[src/rtl/cache_pkg.sv]
// Shared widths, FSM state type and address-field helpers for the 2-way cache
// miss-handling controller.
package cache_pkg;

    localparam int unsigned OFFSET_W = 3;
    localparam int unsigned INDEX_W  = 6;
    localparam int unsigned TAG_W    = 30 - OFFSET_W - INDEX_W;
    localparam int unsigned BLOCK_W  = 32 << OFFSET_W;

    typedef enum logic [2:0] {
        IDLE,
        COMPARE,
        VICTIM,
        WRITEBACK,
        ALLOCATE,
        INSTALL,
        DONE
    } cache_state_e;

    function automatic logic [31:0] addr_tag(input logic [31:0] addr,
                                             input int unsigned off_w,
                                             input int unsigned idx_w);
        return addr >> (2 + off_w + idx_w);
    endfunction

    function automatic logic [31:0] addr_index(input logic [31:0] addr,
                                               input int unsigned off_w,
                                               input int unsigned idx_w);
        return (addr >> (2 + off_w)) & ((32'd1 << idx_w) - 32'd1);
    endfunction

    function automatic logic [31:0] addr_word(input logic [31:0] addr,
                                              input int unsigned off_w);
        return (addr >> 2) & ((32'd1 << off_w) - 32'd1);
    endfunction

endpackage

[src/rtl/cache_ctrl_2way.sv]
// Miss-handling controller for a 2-way set-associative cache: compare, victim
// read, optional dirty writeback, refill, install and replay of one CPU access.
module cache_ctrl_2way
    import cache_pkg::*;
#(
    parameter int unsigned OFFSET_WIDTH = OFFSET_W,
    parameter int unsigned INDEX_WIDTH  = INDEX_W,
    parameter int unsigned TAG_WIDTH    = 30 - OFFSET_WIDTH - INDEX_WIDTH,
    parameter int unsigned BLOCK_BITS   = 32 << OFFSET_WIDTH
) (
    input  logic                    clk,
    input  logic                    rst,
    input  logic                    cpu_req,
    input  logic                    cpu_we,
    input  logic [31:0]             cpu_addr,
    input  logic [3:0]              cpu_byte_en,
    input  logic [31:0]             cpu_wdata,
    output logic [31:0]             cpu_rdata,
    output logic                    cpu_ready,
    output logic                    ca_enable,
    output logic                    ca_cmp,
    output logic                    ca_write,
    output logic                    ca_valid_in,
    output logic [TAG_WIDTH-1:0]    ca_tag_in,
    output logic [INDEX_WIDTH-1:0]  ca_index,
    output logic [OFFSET_WIDTH-1:0] ca_word_sel,
    output logic [3:0]              ca_byte_w_en,
    output logic [31:0]             ca_data_in,
    output logic [BLOCK_BITS-1:0]   ca_data_block_in,
    input  logic                    ca_hit,
    input  logic                    ca_dirty,
    input  logic                    ca_valid_out,
    input  logic [TAG_WIDTH-1:0]    ca_tag_out,
    input  logic [31:0]             ca_data_out,
    input  logic [BLOCK_BITS-1:0]   ca_data_wb,
    output logic                    mem_req,
    output logic                    mem_we,
    output logic [31:0]             mem_addr,
    output logic [BLOCK_BITS-1:0]   mem_wdata,
    input  logic [BLOCK_BITS-1:0]   mem_rdata,
    input  logic                    mem_ack
);

    localparam int unsigned LOW_W = OFFSET_WIDTH + 2;

    cache_state_e state_q, state_d;

    logic [TAG_WIDTH-1:0]    tag_q;
    logic [INDEX_WIDTH-1:0]  index_q;
    logic [OFFSET_WIDTH-1:0] word_q;
    logic                    we_q;
    logic [3:0]              be_q;
    logic [31:0]             wdata_q;
    logic [31:0]             rdata_q;
    logic [TAG_WIDTH-1:0]    vtag_q;
    logic [BLOCK_BITS-1:0]   vblock_q;
    logic [BLOCK_BITS-1:0]   rblock_q;

    always_ff @(posedge clk) begin
        if (rst) begin
            state_q  <= IDLE;
            tag_q    <= '0;
            index_q  <= '0;
            word_q   <= '0;
            we_q     <= 1'b0;
            be_q     <= '0;
            wdata_q  <= '0;
            rdata_q  <= '0;
            vtag_q   <= '0;
            vblock_q <= '0;
            rblock_q <= '0;
        end else begin
            state_q <= state_d;
            case (state_q)
                IDLE: begin
                    if (cpu_req) begin
                        tag_q   <= TAG_WIDTH'(addr_tag(cpu_addr, OFFSET_WIDTH, INDEX_WIDTH));
                        index_q <= INDEX_WIDTH'(addr_index(cpu_addr, OFFSET_WIDTH, INDEX_WIDTH));
                        word_q  <= OFFSET_WIDTH'(addr_word(cpu_addr, OFFSET_WIDTH));
                        we_q    <= cpu_we;
                        be_q    <= cpu_byte_en;
                        wdata_q <= cpu_wdata;
                    end
                end
                COMPARE: begin
                    if (ca_hit && !we_q) rdata_q <= ca_data_out;
                end
                VICTIM: begin
                    vtag_q   <= ca_tag_out;
                    vblock_q <= ca_data_wb;
                end
                ALLOCATE: begin
                    // Only a completed refill is captured; an abandoned one never reaches INSTALL.
                    if (mem_ack) rblock_q <= mem_rdata;
                end
                default: ;
            endcase
        end
    end

    assign cpu_rdata        = rdata_q;
    assign ca_tag_in        = tag_q;
    assign ca_index         = index_q;
    assign ca_word_sel      = word_q;
    assign ca_byte_w_en     = be_q;
    assign ca_data_in       = wdata_q;
    assign ca_data_block_in = rblock_q;

    always_comb begin
        state_d     = state_q;
        cpu_ready   = 1'b0;
        ca_enable   = 1'b0;
        ca_cmp      = 1'b0;
        ca_write    = 1'b0;
        ca_valid_in = 1'b0;
        mem_req     = 1'b0;
        mem_we      = 1'b0;
        mem_addr    = '0;
        mem_wdata   = '0;
        case (state_q)
            IDLE: begin
                if (cpu_req) state_d = COMPARE;
            end
            COMPARE: begin
                ca_enable = 1'b1;
                ca_cmp    = 1'b1;
                ca_write  = we_q;
                state_d   = ca_hit ? DONE : VICTIM;
            end
            VICTIM: begin
                ca_enable = 1'b1;
                state_d   = (ca_valid_out && ca_dirty) ? WRITEBACK : ALLOCATE;
            end
            WRITEBACK: begin
                mem_req   = 1'b1;
                mem_we    = 1'b1;
                mem_addr  = {vtag_q, index_q, {LOW_W{1'b0}}};
                mem_wdata = vblock_q;
                if (mem_ack) state_d = ALLOCATE;
            end
            ALLOCATE: begin
                mem_req  = 1'b1;
                mem_addr = {tag_q, index_q, {LOW_W{1'b0}}};
                if (mem_ack) state_d = INSTALL;
            end
            INSTALL: begin
                ca_enable   = 1'b1;
                ca_write    = 1'b1;
                ca_valid_in = 1'b1;
                state_d     = COMPARE;
            end
            DONE: begin
                cpu_ready = 1'b1;
                state_d   = IDLE;
            end
            default: state_d = IDLE;
        endcase
    end

endmodule

[config.mk]
export PLATFORM = sky130hd
export DESIGN_NAME = cache_ctrl_2way
export DESIGN_NICKNAME = d
export VERILOG_FILES = /design/src/rtl/cache_pkg.sv /design/src/rtl/cache_ctrl_2way.sv
export SDC_FILE = /design/constraint.sdc
export NUM_CORES = 1
export LEC_CHECK = 0
export CAP_MARGIN = 20
export CORE_AREA = 2 2 507 509
export CTS_CLUSTER_DIAMETER = 30
export DETAILED_ROUTE_END_ITERATION = 10
export DIE_AREA = 0 0 509 511
export PLACE_DENSITY = 0.3
export SLEW_MARGIN = 30
export SYNTH_ARGS = -nofsm -noshare
export SYNTH_HDL_FRONTEND = slang
export SYNTH_SLANG_ARGS = --single-unit
[constraint.sdc]
create_clock -name clk -period 2.25 [get_ports clk]
set_input_delay 0.675 -clock clk [delete_from_list [all_inputs] [get_ports clk]]
set_output_delay 0.675 -clock clk [all_outputs]
set_load 0.05 [all_outputs]
[Word level (Yosys, flattened, before mapping)]
Cells that the tools add are included.
Widths: inputs -> output; s select.
Word-level totals
  flip-flop bits (word level): 635
  bits of input ports: 641
  logic and storage cells: 45
Cells by class
  equality and inequality tests: 9
  multiplexer cells: 15
  reductions and logical operators: 10
Operators with widths (number)
  $mux 256: 1
  $pmux 32 s2: 1
  $pmux 3 s6: 1
  $mux 3: 5
  $eq 3x3->1 const B: 3
  $eq 3x2->1 const B: 2
  $mux 1: 6
  $ne 2x2->1 const B: 3
  $reduce_and 2->1: 3
  $eq 3x1->1 const B: 1
  $logic_not 3->1: 1
  $reduce_and 3->1: 1
  $reduce_or 3->1: 1
  $logic_and 1x1->1: 2
  $pmux 1 s2: 1
  $reduce_or 2->1: 1
  $logic_not 1->1: 1

[Logic depth before layout (Yosys ltp)]
  word-level depth: 3
  depth in mapped cells: 8
  mapped depth without buffers: 4

[Least setup slack after synthesis]
No wires, ideal clock.
  path type: register -> register
  start: reg state_q[0]
  end: reg rdata_q[10], in the netlist cpu_rdata[10]
  library setup time: 128 ps
  arrival time: 2408 ps
  data required time: 2122 ps
  path slack: -285 ps
  stages on the path, launching flop included: 8
  buffers on the path: 3
  clock period less this slack: 2535 ps
  cells stage by stage: dfxtp_1 buf_2 nor3b_1 nand3b_1 buf_2 buf_2 mux2i_1 nor2_1
Between the ends
  longest elaborated chain between the ends: 2
Ends and longest elaborated chain
  start, declared: line cache_ctrl_2way.sv:46  | cache_state_e state_q, state_d;
  start signal, assigned: line cache_ctrl_2way.sv:73  | state_q <= state_d;
  $eq 3x1->1: line cache_ctrl_2way.sv:74  | case (state_q)
  $reduce_and 2->1 (no source line)
  end signal, assigned: line cache_ctrl_2way.sv:86  | if (ca_hit && !we_q) rdata_q <= ca_data_out;
  end, declared: line cache_ctrl_2way.sv:54  | logic [31:0] rdata_q;
No other way between the ends.
A chain may end at the register's enable or synchronous reset.

[Final worst setup path]
  start: reg state_q[1]
  end: out mem_wdata[102]
Between the ends
  longest elaborated chain between the ends: 2
Ends and longest elaborated chain
  $eq 3x2->1: line cache_ctrl_2way.sv:120  | case (state_q)
  $mux 256: line cache_ctrl_2way.sv:120
  end, declared: line cache_ctrl_2way.sv:39  | output logic [BLOCK_BITS-1:0] mem_wdata,
No other way between the ends.

==> flow_summary.yaml <==
place:
  hpwl_mm: 133.3
  io_buffers: 1282
  dp.cells: 7642
  dp_slack_ps: -332.6
  place_congestion: 0.8070
yosys:
  seq_area_frac_synth_pct: 53.12
  ys_types: 24
  netlist_area_um2: 23930
  synth-warning-count: 0
  postSynthAreaPerCell_um2: 7.714
  ys_ff_latch: 635
  synthCells: 3102
global_route:
  grt_max_degree: 117
  overflow: 0
  grt_use_total_pct: 12.60
  antenna_found_initial: 54
  grt_pass1_wl_mm: 231.9
  grt_pass1_vias: 28310
sta:
  hold_viol_final: 0
  worst_pin_slew_ps: 746.2
  drv_slew: 0
  post-route-period-util_pct: 128.6
  relSlewSlack_pct: 50.25
  rsz0062_at_grt: "true"
  setup_slack_ps: -644.5
  clock_skew_ps: 87.23
  fmax_mhz: 345.5
  period_needed_ps: 2895
  finalSetupViolations: 415
floorplanning:
  core_um2: 255300
  rows: 186
  start_util_pct: 9.373
  io_pins: 1290
  die_w_um: 509
  die_y_um: 511
  dieArea_um2: 260100
detailed_routing:
  ant_nets: 0
  avgRoutedWirePerCell_um: 21.24
  drc_errors: 0
  first_pass_iters: 8
  vias_per_cell: 3.401
  drt_iter0_drc: 1084
  num_vias: 27530
  totalWireLength_mm: 171.9
power:
  finalPower_uw: 57820
  power_density_nw_per_um2: 1086
  ir_drop_mv: 0.6359
  power_leakage_uw: 0.02020
outcome:
  status: "finished, violations left"
  failed_checks: "setup timing"
cells_and_area:
  finalNetCount: 5160
  drive_gt1_share_pct: 29.06
  post-route-util_pct: 20.85
  areaGrowthSynthToFinish_pct: 122.4
  fill_cells: 28050
  fin_cells: 8096
critical_path:
  end_kind: "output port"
  worstPathArrival_ps: 2220
  crit_type: "flop to output port"
  start_kind: "flop"
  cp_max_fo: 19
  required_ps: 1570
clocking:
  cts_tree: "built"
  path_clk_slew_ps: 40
  cts_made_buffers: 241
  cts.sinks: 635
  root_buffer: "clkbuf_16"
  worstSkewPairLatency_ps: 870
  cts_buffer_depth: 4
  h-tree-depth: 4
run:
  max_cap_viol_count: 0
min_path:
  hold_class: "input pin to flop"
[routing by layer]
layer / routed length (um) / vias up / GRT usage, %
met5: 205 / - / 0
met4: 3969 / 30 / 3.253
met3: 18110 / 295 / 6.011
met2: 83880 / 1208 / 21.96
met1: 65760 / 12890 / 13.53
li1: - / 13110 / -
[logic make-up (layout without fill, tap and decap cells)]
logic type,count (synthesis),after routing,synth area share (%)
AO/OA/AOI/OAI,628,628,13.51
buffers and inverters,282,1876,5.046
flip-flops,635,635,53.12
multiplexers,32,32,1.339
other,1,17,0.01567
AND/OR/NAND/NOR,1524,1524,26.96
[through the flow]
| step | area, um^2 | setup TNS [ps] | hold slack, ps |
|---|---|---|---|
| CTS | 52870 | -256850 | 102.5 |
| global placement | 44290 | -61340 | 437.1 |
| finish | 53220 | -216960 | 199.0 |
| global route | 53200 | -275180 | 126.6 |
| floorplan | 24280 | -1254 | 432.0 |
| detailed placement | 44290 | -59590 | 443.8 |
[critical path, cell delays in order, from the launching register on]
cell     delay, ps
dfxtp_2        330
nor2b_4        160
buf_12         140
buf_16         200
buf_12         180
and3_4         230
buf_12         140
[synthesized netlist by cell type]
library cell	number	area [um^2]
a21oi_1	603	3018
and3b_1	3	26.28
a221o_1	1	10.01
a22o_1	21	183.9
nor2_1	36	135.1
buf_2	68	340.3
nor2b_1	10	62.56
nand2_1	1205	4523
conb_1	1	3.750
and3_1	256	1602
a221oi_1	1	8.760
o21ai_0	1	5.000
nor3b_4	1	18.77
o21bai_1	1	7.510
nor3_1	2	10.01
buf_4	17	127.6
inv_1	2	7.510
nand3b_1	3	22.52
and2_1	3	18.77
mux2i_1	32	320.3
clkbuf_1	195	732.0
dfxtp_1	635	12710
nand2b_1	3	18.77
nor3b_1	2	15.01
[worst paths after layout]
kind	startpoint	endpoint	slack, ps	cells after the start
max	state_q[1]$_SDFFE_PP0P_	mem_wdata[102]	-640	6
min	rst	ca_index[2]$_SDFFE_PP0P_	200	2
max reg2reg	state_q[1]$_SDFFE_PP0P_	vblock_q[12]$_SDFFE_PP0N_	140	9
min reg2reg	vblock_q[41]$_SDFFE_PP0N_	vblock_q[41]$_SDFFE_PP0N_	450	2
[report_power, final]
part	leakage, uW	internal [uW]	total, uW	switching (uW)
clock	0.00395	22600	31600	9010
combinational	0.0111	4730	12800	8020
sequential	0.00514	12600	13500	842
[final cells by class]
type / count / area, um^2 / share of cell area, %
flip-flops and latches: 635 / 12720 / 23.90
repair buffers: 1450 / 17360 / 32.62
inverters: 2 / 7.507 / 0.01410
well taps: 3384 / 4234 / 7.955
clock inverters: 64 / 630.6 / 1.185
clock buffers: 360 / 7258 / 13.64
multi-input cells: 2189 / 10980 / 20.64
diodes: 12 / 30.03 / 0.05642
[registers in the layout (all words and copies together), names as in the netlist]
register / cells
we_q: 1
vblock_q: 256
ca_byte_w_en: 4
ca_word_sel: 3
ca_tag_in: 21
ca_index: 6
vtag_q: 21
ca_data_block_in: 256
cpu_rdata: 32
ca_data_in: 32
state_q: 3
[what timing repair did]
action | in CTS | in global routing
pin swaps | 34 | 35
hold buffers | 0 | 0
setup endpoints to repair | 435 | 586
resized for setup | 103 | 71
cloned | 6 | 4
buffers inserted | 8 | 3
[cell usage in the layout, fill, tap and decap left out, types with 4 or more instances in the layout]
cell type,instances
buf_6,13
buf_12,343
clkdlybuf4s50_1,762
a22o_4,20
clkbuf_1,41
nor2_1,34
and3_4,100
bufinv_16,8
mux2i_1,32
diode_2,12
buf_8,5
dfxtp_1,632
and3_2,153
buf_4,317
inv_16,4
clkinv_2,50
conb_1,5
buf_16,7
clkbuf_16,244
nor2b_4,5
nand2_1,1202
clkbuf_8,78
a21oi_1,603
(Power assumes the default switching activity.)
